$ cat src/rtl/ram_port.sv
// Load/store access stage: one 8..64-bit CPU request -> 1-2 word txs/txe handshakes on the RAM side.
// Latency is set by the synchronised txe edges plus one response cycle; req_ready is high only in IDLE.
module ram_port #(
    parameter int SYNC_STAGES = 2,
    parameter int TIMEOUT     = 1024
) (
    input  logic        clk,
    input  logic        rst_n,
    input  logic        req_valid,
    output logic        req_ready,
    input  logic        req_we,
    input  logic [1:0]  req_size,
    input  logic        req_signed,
    input  logic [63:0] req_addr,
    input  logic [63:0] req_wdata,
    output logic        rsp_valid,
    output logic [63:0] rsp_rdata,
    output logic        rsp_err,
    output logic        ram_txs,
    input  logic        ram_txe,
    output logic        ram_re,
    output logic        ram_we,
    output logic [63:0] ram_addr,
    output logic [31:0] ram_wd,
    input  logic [31:0] ram_out,
    input  logic        ram_err
);
    localparam int CW = (TIMEOUT > 1) ? $clog2(TIMEOUT) : 1;

    typedef enum logic [2:0] {S_DRAIN, S_IDLE, S_REQ, S_REL, S_RESP} state_t;

    typedef struct packed {
        logic        re;
        logic        we;
        logic [63:0] addr;
        logic [31:0] wd;
    } cmd_t;

    function automatic logic misaligned(input logic [1:0] size, input logic [2:0] a);
        case (size)
            2'd0:    return 1'b0;
            2'd1:    return a[0];
            2'd2:    return |a[1:0];
            default: return |a;
        endcase
    endfunction

    // Phase 1 of a sub-word store writes back the word read in phase 0 with the addressed bytes replaced.
    function automatic cmd_t phase_cmd(input logic we, input logic [1:0] size, input logic [63:0] addr,
                                       input logic [63:0] wdata, input logic ph, input logic [31:0] rword);
        cmd_t        c;
        logic [31:0] m;
        m = rword;
        if (size == 2'd0) m[{addr[1:0], 3'b000} +: 8]  = wdata[7:0];
        else              m[{addr[1], 4'b0000} +: 16]  = wdata[15:0];
        c.addr = {addr[63:2], 2'b00} + ((ph && size == 2'd3) ? 64'd4 : 64'd0);
        c.re   = !we || (!size[1] && !ph);
        c.we   = !c.re;
        c.wd   = '0;
        if (c.we) begin
            if (!size[1]) c.wd = m;
            else if (ph)  c.wd = wdata[63:32];
            else          c.wd = wdata[31:0];
        end
        return c;
    endfunction

    function automatic logic [63:0] load_result(input logic [1:0] size, input logic sgn, input logic [1:0] a,
                                                input logic [31:0] lo, input logic [31:0] hi);
        logic [7:0]  b;
        logic [15:0] h;
        logic [63:0] r;
        b = lo[{a, 3'b000} +: 8];
        h = lo[{a[1], 4'b0000} +: 16];
        case (size)
            2'd0:    r = sgn ? {{56{b[7]}}, b}  : {56'd0, b};
            2'd1:    r = sgn ? {{48{h[15]}}, h} : {48'd0, h};
            2'd2:    r = sgn ? {{32{lo[31]}}, lo} : {32'd0, lo};
            default: r = {hi, lo};
        endcase
        return r;
    endfunction

    // txe sync resets to all-ones so DRAIN cannot leave before a genuine low level has propagated.
    logic [SYNC_STAGES-1:0] txe_sync_q, err_sync_q;
    logic txe_s, err_s;

    always_ff @(posedge clk or negedge rst_n) begin
        if (!rst_n) begin
            txe_sync_q <= '1;
            err_sync_q <= '0;
        end else begin
            txe_sync_q <= {txe_sync_q[SYNC_STAGES-2:0], ram_txe};
            err_sync_q <= {err_sync_q[SYNC_STAGES-2:0], ram_err};
        end
    end
    assign txe_s = txe_sync_q[SYNC_STAGES-1];
    assign err_s = err_sync_q[SYNC_STAGES-1];

    state_t      state_q;
    logic        ph_q, we_q, sgn_q, err_q;
    logic [1:0]  size_q;
    logic [63:0] addr_q, wdata_q;
    logic [31:0] lo_q, hi_q;
    logic [CW-1:0] tmo_q;
    logic        ready_q, txs_q, re_q, wr_q, rvld_q, rerr_q;
    logic [63:0] raddr_q, rdata_q;
    logic [31:0] wd_q;

    cmd_t        cmd_first, cmd_next;
    logic        more, tmo_hit;
    logic [63:0] ld_res;

    assign cmd_first = phase_cmd(req_we, req_size, req_addr, req_wdata, 1'b0, 32'd0);
    assign cmd_next  = phase_cmd(we_q, size_q, addr_q, wdata_q, 1'b1, lo_q);
    assign more      = !ph_q && (size_q == 2'd3 || (we_q && !size_q[1]));
    assign tmo_hit   = (TIMEOUT != 0) && (tmo_q == CW'(TIMEOUT - 1));
    assign ld_res    = load_result(size_q, sgn_q, addr_q[1:0], lo_q, hi_q);

    always_ff @(posedge clk or negedge rst_n) begin
        if (!rst_n) begin
            state_q <= S_DRAIN;
            ph_q    <= 1'b0;  we_q    <= 1'b0;  sgn_q  <= 1'b0;  err_q <= 1'b0;
            size_q  <= '0;    addr_q  <= '0;    wdata_q <= '0;
            lo_q    <= '0;    hi_q    <= '0;    tmo_q  <= '0;
            ready_q <= 1'b0;  txs_q   <= 1'b0;  re_q   <= 1'b0;  wr_q  <= 1'b0;
            raddr_q <= '0;    wd_q    <= '0;
            rvld_q  <= 1'b0;  rerr_q  <= 1'b0;  rdata_q <= '0;
        end else begin
            rvld_q <= 1'b0;
            case (state_q)
                S_DRAIN: if (!txe_s) begin
                    state_q <= S_IDLE;
                    ready_q <= 1'b1;
                end
                S_IDLE: if (req_valid) begin
                    ready_q <= 1'b0;
                    we_q    <= req_we;
                    size_q  <= req_size;
                    sgn_q   <= req_signed;
                    addr_q  <= req_addr;
                    wdata_q <= req_wdata;
                    ph_q    <= 1'b0;
                    err_q   <= 1'b0;
                    lo_q    <= '0;
                    hi_q    <= '0;
                    tmo_q   <= '0;
                    if (misaligned(req_size, req_addr[2:0])) begin
                        state_q <= S_RESP;
                        rvld_q  <= 1'b1;
                        rerr_q  <= 1'b1;
                        rdata_q <= '0;
                    end else begin
                        state_q <= S_REQ;
                        txs_q   <= 1'b1;
                        re_q    <= cmd_first.re;
                        wr_q    <= cmd_first.we;
                        raddr_q <= cmd_first.addr;
                        wd_q    <= cmd_first.wd;
                    end
                end
                S_REQ: if (txe_s || tmo_hit) begin
                    if (txe_s) begin
                        if (ph_q) hi_q <= ram_out;
                        else      lo_q <= ram_out;
                        err_q <= err_q | err_s;
                    end else begin
                        err_q <= 1'b1;
                    end
                    txs_q   <= 1'b0;
                    re_q    <= 1'b0;
                    wr_q    <= 1'b0;
                    tmo_q   <= '0;
                    state_q <= S_REL;
                end else begin
                    tmo_q <= tmo_q + 1'b1;
                end
                S_REL: if (!txe_s) begin
                    tmo_q <= '0;
                    if (more && !err_q) begin
                        ph_q    <= 1'b1;
                        state_q <= S_REQ;
                        txs_q   <= 1'b1;
                        re_q    <= cmd_next.re;
                        wr_q    <= cmd_next.we;
                        raddr_q <= cmd_next.addr;
                        wd_q    <= cmd_next.wd;
                    end else begin
                        state_q <= S_RESP;
                        rvld_q  <= 1'b1;
                        rerr_q  <= err_q;
                        rdata_q <= (err_q || we_q) ? 64'd0 : ld_res;
                    end
                end else if (tmo_hit) begin
                    state_q <= S_RESP;
                    rvld_q  <= 1'b1;
                    rerr_q  <= 1'b1;
                    rdata_q <= '0;
                end else begin
                    tmo_q <= tmo_q + 1'b1;
                end
                S_RESP: begin
                    state_q <= S_IDLE;
                    ready_q <= 1'b1;
                    rerr_q  <= 1'b0;
                    rdata_q <= '0;
                end
                default: state_q <= S_DRAIN;
            endcase
        end
    end

    assign req_ready = ready_q;
    assign rsp_valid = rvld_q;
    assign rsp_rdata = rdata_q;
    assign rsp_err   = rerr_q;
    assign ram_txs   = txs_q;
    assign ram_re    = re_q;
    assign ram_we    = wr_q;
    assign ram_addr  = raddr_q;
    assign ram_wd    = wd_q;
endmodule
$ cat config.mk
export PLATFORM = sky130hd
export DESIGN_NAME = ram_port
export DESIGN_NICKNAME = d
export VERILOG_FILES = /design/src/rtl/ram_port.sv
export SDC_FILE = /design/constraint.sdc
export NUM_CORES = 1
export LEC_CHECK = 0
export CAP_MARGIN = 0
export CORE_ASPECT_RATIO = 1.1
export CORE_MARGIN = 1
export CORE_UTILIZATION = 62
export DETAILED_ROUTE_END_ITERATION = 8
export DONT_BUFFER_PORTS = 1
export HOLD_SLACK_MARGIN = 0.1
export MAX_ROUTING_LAYER = met4
export PLACE_DENSITY = 0.82
export SLEW_MARGIN = 20
export SYNTH_ARGS = -nofsm -noshare
export SYNTH_HDL_FRONTEND = slang
export SYNTH_SLANG_ARGS = --single-unit
$ cat constraint.sdc
create_clock -name clk -period 4.55 [get_ports clk]
set_input_delay 0.91 -clock clk [delete_from_list [all_inputs] [get_ports clk]]
set_output_delay 0.91 -clock clk [all_outputs]
set_load 0.005 [all_outputs]
==> run_results.csv <==
group,metric,value,unit
sta,finalSetupViolCount,0,
cells_and_area,drive_above_1_share,6.83,%
setup_path,slowest_delay,0.76,ns
global_route,grt_use_met1,43.2,%
sta,fin_tns_setup,0,ns
clock_tree,cts-root-buf,"clkbuf_16",
setup_path,cp_slowest_cell,"dfrtp_1",
synthesis,ys_warn_count,0,
setup_path,reg2regPathDepth,8,
cells_and_area,fillCellCount,2127,
sta,final-max-slew-violation-count,0,
power_and_ir_drop,p_leak,0.00811,uW
setup_path,critPathArrivalTime,3.66,ns
setup_path,path_buf_inv,1,
cells_and_area,nets,2040,
global_route,grt_max_degree,364,
cells_and_area,mostFrequentLayoutCell,"nand2_1",
setup_path,worst-path-stages,8,
sta,max_slew.worst_pin.slew,1.18,ns
global_route,top_usage_layer,"met2",
place,io_buffers,0,
clock_tree,post-cts-setup-buffers,0,
setup_path,crit_chain,"inv_1 > ha_1 > nand2_1 > nor3_1 > a221oi_1 > a221oi_1 > a221oi_1 > nor2_1",
floorplan,initial_utilization,63.0,%
setup_path,critPathKind,"register to register",
clock_tree,cts_made_buffers,37,
sta,holdWs,0.105,ns
power_and_ir_drop,peakVddDrop,0.000381,V
setup_path,crit_top_cell,"a221oi_1",
synthesis,ys.flop_type,"dfrtp_1",
min_path,hold_class,"primary input to asynchronous set/reset pin",
floorplan,die_w,162,um
sta,period_share,70.4,%
routing,routedWlPerCell,22.3,um
routing,drtIter0Drc,2055,
global_route,grt_pass1_wl,78.3,mm
global_route,grt_pass1_vias,14000,
global_route,grt_overflow,0,
place,place_hpwl,33.3,mm
clock_tree,clk_latency,0.54,ns
setup_path,crit_path_end_kind,"register",
global_route,grt_antenna_before_repair,1,
floorplan,fp-row-count,64,
setup_path,crit_family,"simple AND/OR/NAND/NOR gates",
synthesis,synth.distinct_cells,60,
flow_run,maxCapViolations,0,
sta,fmax,312,MHz
synthesis,synthArstFlopShare,100,%
cells_and_area,mostFrequentLayoutCells,"431 x nand2_1, 359 x dfrtp_1, 220 x o21ai_0",
global_route,met3_usage,9.42,%
synthesis,synth_edf_count,0,
routing,drc,0,
place,placedInstanceArea,17600,um2
floorplan,core_area,27700,um2
cells_and_area,final_area,18800,um2
synthesis,syn_area,17500,um2
floorplan,die_area,28800,um2
synthesis,postSynthAreaPerCell,9.03,um2
floorplan,die-height,178,um
clock_tree,htree_levels,2,
sta,worst_clock_skew,0.0182,ns
synthesis,ys_seq_area_share,52.0,%
setup_path,cp.required,5.00,ns
cells_and_area,area.sequential,9090,um2
power_and_ir_drop,p_per_area,691,nW/um2
cells_and_area,syn2layout_area_growth,7.91,%
routing,ant_nets,0,
synthesis,ys_ff_latch,363,
setup_path,critPathMaxFanout,14,
routing,via_per_inst,6.59,
floorplan,ios,335,
place,gp_congestion,0.924,
sta,min_period,3.20,ns
global_route,met2_usage,56.1,%
clock_tree,clk_pin_slew_worst_paths,0.06,ns
sta,relSlewSlack,21.0,%
clock_tree,clock-sinks,363,
global_route,grtUsageTotal,35.7,%
cells_and_area,multi_input_area,7670,um2
sta,rsz0062_at_grt,"no",
routing,wl,50.3,mm
routing,drtPass1Iterations,6,
clock_tree,cts_tree,"done",
clock_tree,ctsResizeCount,0,
status,status,"completed",
setup_path,crit_path_start_kind,"register",
clock_tree,clockBufferDepth,3,
routing,num_vias,14900,
synthesis,netlist_instances,1933,
sta,timing_hold_violations_final,0,
stage by stage:
stage	util [%]	power (uW)	setup WS, ns	cells
floorplan	-	8580	1.84	1934
global placement	63.6	9670	1.39	2185
detailed placement	63.6	9900	1.40	2185
CTS	67.9	12900	1.43	2251
global route	68.0	13800	1.03	2253
finish	68.0	13000	1.35	2253
layer usage:
metal / wire (um) / vias to the layer above
met5: 0 / -
met4: 2660 / 0
met3: 5530 / 201
met2: 24000 / 907
met1: 18200 / 7173
li1: - / 6574
worst paths after layout:
kind / slack [ns] / end / start
max: 1.35 / ram_wd[9] / addr_q[0]
min in group clk: 0.36 / txe_sync_q[1] / txe_sync_q[0]
min reg2reg: 0.36 / txe_sync_q[1] / txe_sync_q[0]
min: 0.11 / ram_addr[13] / rst_n
max in group asynchronous: 3.51 / hi_q[16] / rst_n
max reg2reg: 1.35 / ram_wd[9] / addr_q[0]
registers in the layout (all words and copies together), names as in the netlist, 2 cells and up:
register,flops
addr_q,64
size_q,2
hi_q,32
state_q,3
tmo_q,10
txe_sync_q,2
wdata_q,48
rsp_rdata,64
ram_wd,32
err_sync_q,2
ram_addr,62
lo_q,32
cells in the mapped netlist (3+ instances only):
library cell	n	area, um2
o211ai_1	11	82.6
nor3_1	30	150
clkbuf_1	112	420
o22ai_1	29	181
or3_1	5	31.3
o21bai_1	5	37.5
nor2b_1	4	25.0
o21ai_1	3	15.0
clkinv_1	4	15.0
a21o_1	3	22.5
mux2i_1	42	420
a222oi_1	7	70.1
mux2_2	24	270
xnor2_1	46	403
o21ai_0	220	1100
nand4_1	21	131
and4_1	4	35.0
nor2_1	180	676
a31oi_1	3	18.8
and3_1	9	56.3
dfrtp_1	361	9030
a21oi_1	62	310
nor4_2	4	50.1
ha_1	9	113
xor2_1	18	158
nand3_1	36	180
buf_1	15	56.3
buf_4	5	37.5
and2_1	3	18.8
nor4_1	8	50.1
inv_1	58	218
a221oi_1	104	911
a22o_1	19	166
nand2_1	434	1630
report_power, final:
part           leakage [uW]  internal (uW)  switching (uW)
combinational       0.00293           1580            2610
clock              0.000565           1730            1290
sequential          0.00461           4440            1380
total               0.00811           7750            5270
cells by family (layout without fill, tap and decap cells):
group           count (synthesis)  after routing  share of synthesized area (%)
mux                            67             67                           4.09
xor+xnor                       64             64                           3.21
compound gates                479            479                           17.4
simple gates                  753            753                           18.2
other cells                     1              3                         0.0215
buf+inv                       197            152                           4.36
flops                         363            363                           52.0
fa+ha+maj                       9              9                          0.645
cell type report:
cell class	instances	area share, %
Sequential cell	363	48.2
Multi-Input combinational cell	1374	40.7
Clock buffer	54	5.36
Tap cell	363	2.41
Inverter	63	1.26
Timing Repair Buffer	23	1.09
Clock inverter	12	0.883
Antenna cell	1	0.0133
Note: power is estimated with default switching activity, not from simulation.
==> edit (same settings) <==
Reset style: synchronous (`rst_n`), changed in 2 clocked blocks.
--- a/src/rtl/ram_port.sv
+++ b/src/rtl/ram_port.sv
@@ -85,7 +85,7 @@
     logic [SYNC_STAGES-1:0] txe_sync_q, err_sync_q;
     logic txe_s, err_s;
 
-    always_ff @(posedge clk or negedge rst_n) begin
+    always_ff @(posedge clk) begin
         if (!rst_n) begin
             txe_sync_q <= '1;
             err_sync_q <= '0;
@@ -117,7 +117,7 @@
     assign tmo_hit   = (TIMEOUT != 0) && (tmo_q == CW'(TIMEOUT - 1));
     assign ld_res    = load_result(size_q, sgn_q, addr_q[1:0], lo_q, hi_q);
 
-    always_ff @(posedge clk or negedge rst_n) begin
+    always_ff @(posedge clk) begin
         if (!rst_n) begin
             state_q <= S_DRAIN;
             ph_q    <= 1'b0;  we_q    <= 1'b0;  sgn_q  <= 1'b0;  err_q <= 1'b0;
Function: not settled (the Yosys comparison gave no result); the edit may change what the design does.
==> edit against the original RTL <==
  * First-iteration DRC count down 33%
  * Area after synthesis hardly changed
  * Sequential cell count is the same
  * Count of clock-buffer cells in the layout grew 1
  * Design area fell by 1.2%
  * Synthesized cell count up 6.0%
  * Clock skew is essentially flat
  * Setup slack got worse by 0.020 ns
  * Routed wire length increased by 0.38%
  * Highest routed layer unchanged
Power is not compared: it rests on default switching activity, and its combinational part moved more than twofold at a synthesized area within 25%.
==> edit: results <==
group,metric,value,unit
run_status,status,"completed",
clocking,post_cts_buffers,0,
logic_synthesis,synth_ff_type,"dfxtp_1",
placement,detailed_place_hpwl,34200,um
routing,vias,15249,
global_routing,grt_max_degree,317,
critical_path,cp.arrival,3.65,ns
clocking,cts-root-buf,"clkbuf_16",
critical_path,path_max_fanout,79,
placement,port-buffer-count,0,
global_routing,grt_pass1_vias,14374,
final_layout,nNetsFinal,2118,
critical_path,slowest_delay,0.71,ns
sta,slew-limit-headroom,30.0,%
sta,skew,0.0187,ns
power_and_ir_drop,worst_ir_drop_vdd,289,uV
routing,drtIter0Drc,1383,
global_routing,grt_use_total,35.0,%
power_and_ir_drop,power_leakage,6.46,nW
routing,wl_per_cell,21.7,um
final_layout,drive_above_1_share,8.74,%
final_layout,num-fill-cells,2274,
logic_synthesis,ys_warn_count,0,
logic_synthesis,synth_common_cells,"433 x nand2_1, 363 x dfxtp_1, 183 x a21boi_0",
clocking,clkTransAtPathRegs,0.06,ns
logic_synthesis,ys_top_cells_by_area,"dfxtp_1 42%, nand2_1 9.3%, a21boi_0 7.9%",
global_routing,grt-ovfl-total,0,
placement,globalplace.congestion,0.950,
clocking,htreeDepth,2,
global_routing,grt_antenna_before_repair,1,
clocking,cts_resized,0,
min_path,hold_class,"flop to flop",
logic_synthesis,synth_cell_types,72,
logic_synthesis,synth-async-reset-ratio,0,%
clocking,cts.path.max_buffers,3,
clocking,clkLatencyLatePin,0.53,ns
critical_path,crit_slowest_cell,"a21o_4",
routing,first_pass_iters,5,
global_routing,grt_pass1_wl,78700,um
logic_synthesis,yosysSeqAreaShare,41.6,%
clocking,cts-buffers-inserted,38,
-- edit: critical path: cells and delay by family, from the launching register on --
family	cells	cell delay (ns)
AND/OR/NAND/NOR	4	1.19
buffers and inverters	1	0.40
AO/OA/AOI/OAI	2	0.83
flip-flops	1	0.65
-- edit: final timing paths --
path | start | end | slack (ns) | depth (start not counted)
worst min register to register | err_sync_q[0] | err_sync_q[1] | 0.44 | 1
worst max register to register | state_q[0] | ram_addr[55] | 1.33 | 7
worst min-delay path | err_sync_q[0] | err_sync_q[1] | 0.44 | 1
worst max-delay path | state_q[0] | ram_addr[55] | 1.33 | 7
-- edit: layer usage --
layer	GRT usage, %	wire (um)	share of wire (%)
met1	39.2	18500	37
met2	57.6	24400	48
met3	11.1	5540	11
met4	14.5	2110	4.2
met5	-	0	0
-- edit: cell families (layout without fill, tap and decap cells) --
logic type	after synthesis	count (layout)	synth area share, %
fa+ha+maj	9	9	0.645
buf+inv	205	124	5.10
simple gates	764	764	20.6
mux	37	37	2.44
flops	363	363	41.6
xor+xnor	66	66	3.31
compound gates	604	604	26.2
other cells	1	3	0.0215
-- edit: cell type report --
type                            instances  area, um2  area share [%]
Timing Repair Buffer                   25        188            1.01
Tap cell                              363        454            2.44
Clock inverter                         14        141           0.759
Sequential cell                       363       7270            39.0
Antenna cell                            1       2.50          0.0134
Inverter                               30        113           0.605
Multi-Input combinational cell       1482       9370            50.3
Clock buffer                           55       1080            5.83
-- edit: power breakdown --
group | internal (mW) | switching [mW]
logic | 0.111 | 0.169
clock network | 1.78 | 1.30
registers | 3.22 | 0.0523
-- edit: per-stage QoR --
stage               instance area, um2  power (mW)  setup WS (ns)  hold WS, ns  std cells
global placement                 17400        3.61           1.17        0.422       2263
floorplan                        17500        3.59           1.62        0.386       2050
detailed placement               17400        3.62           1.06        0.419       2263
global route                     18600        6.83           1.11        0.464       2333
finish                           18600        6.63           1.33        0.435       2333
CTS                              18600        6.66           1.35        0.438       2332
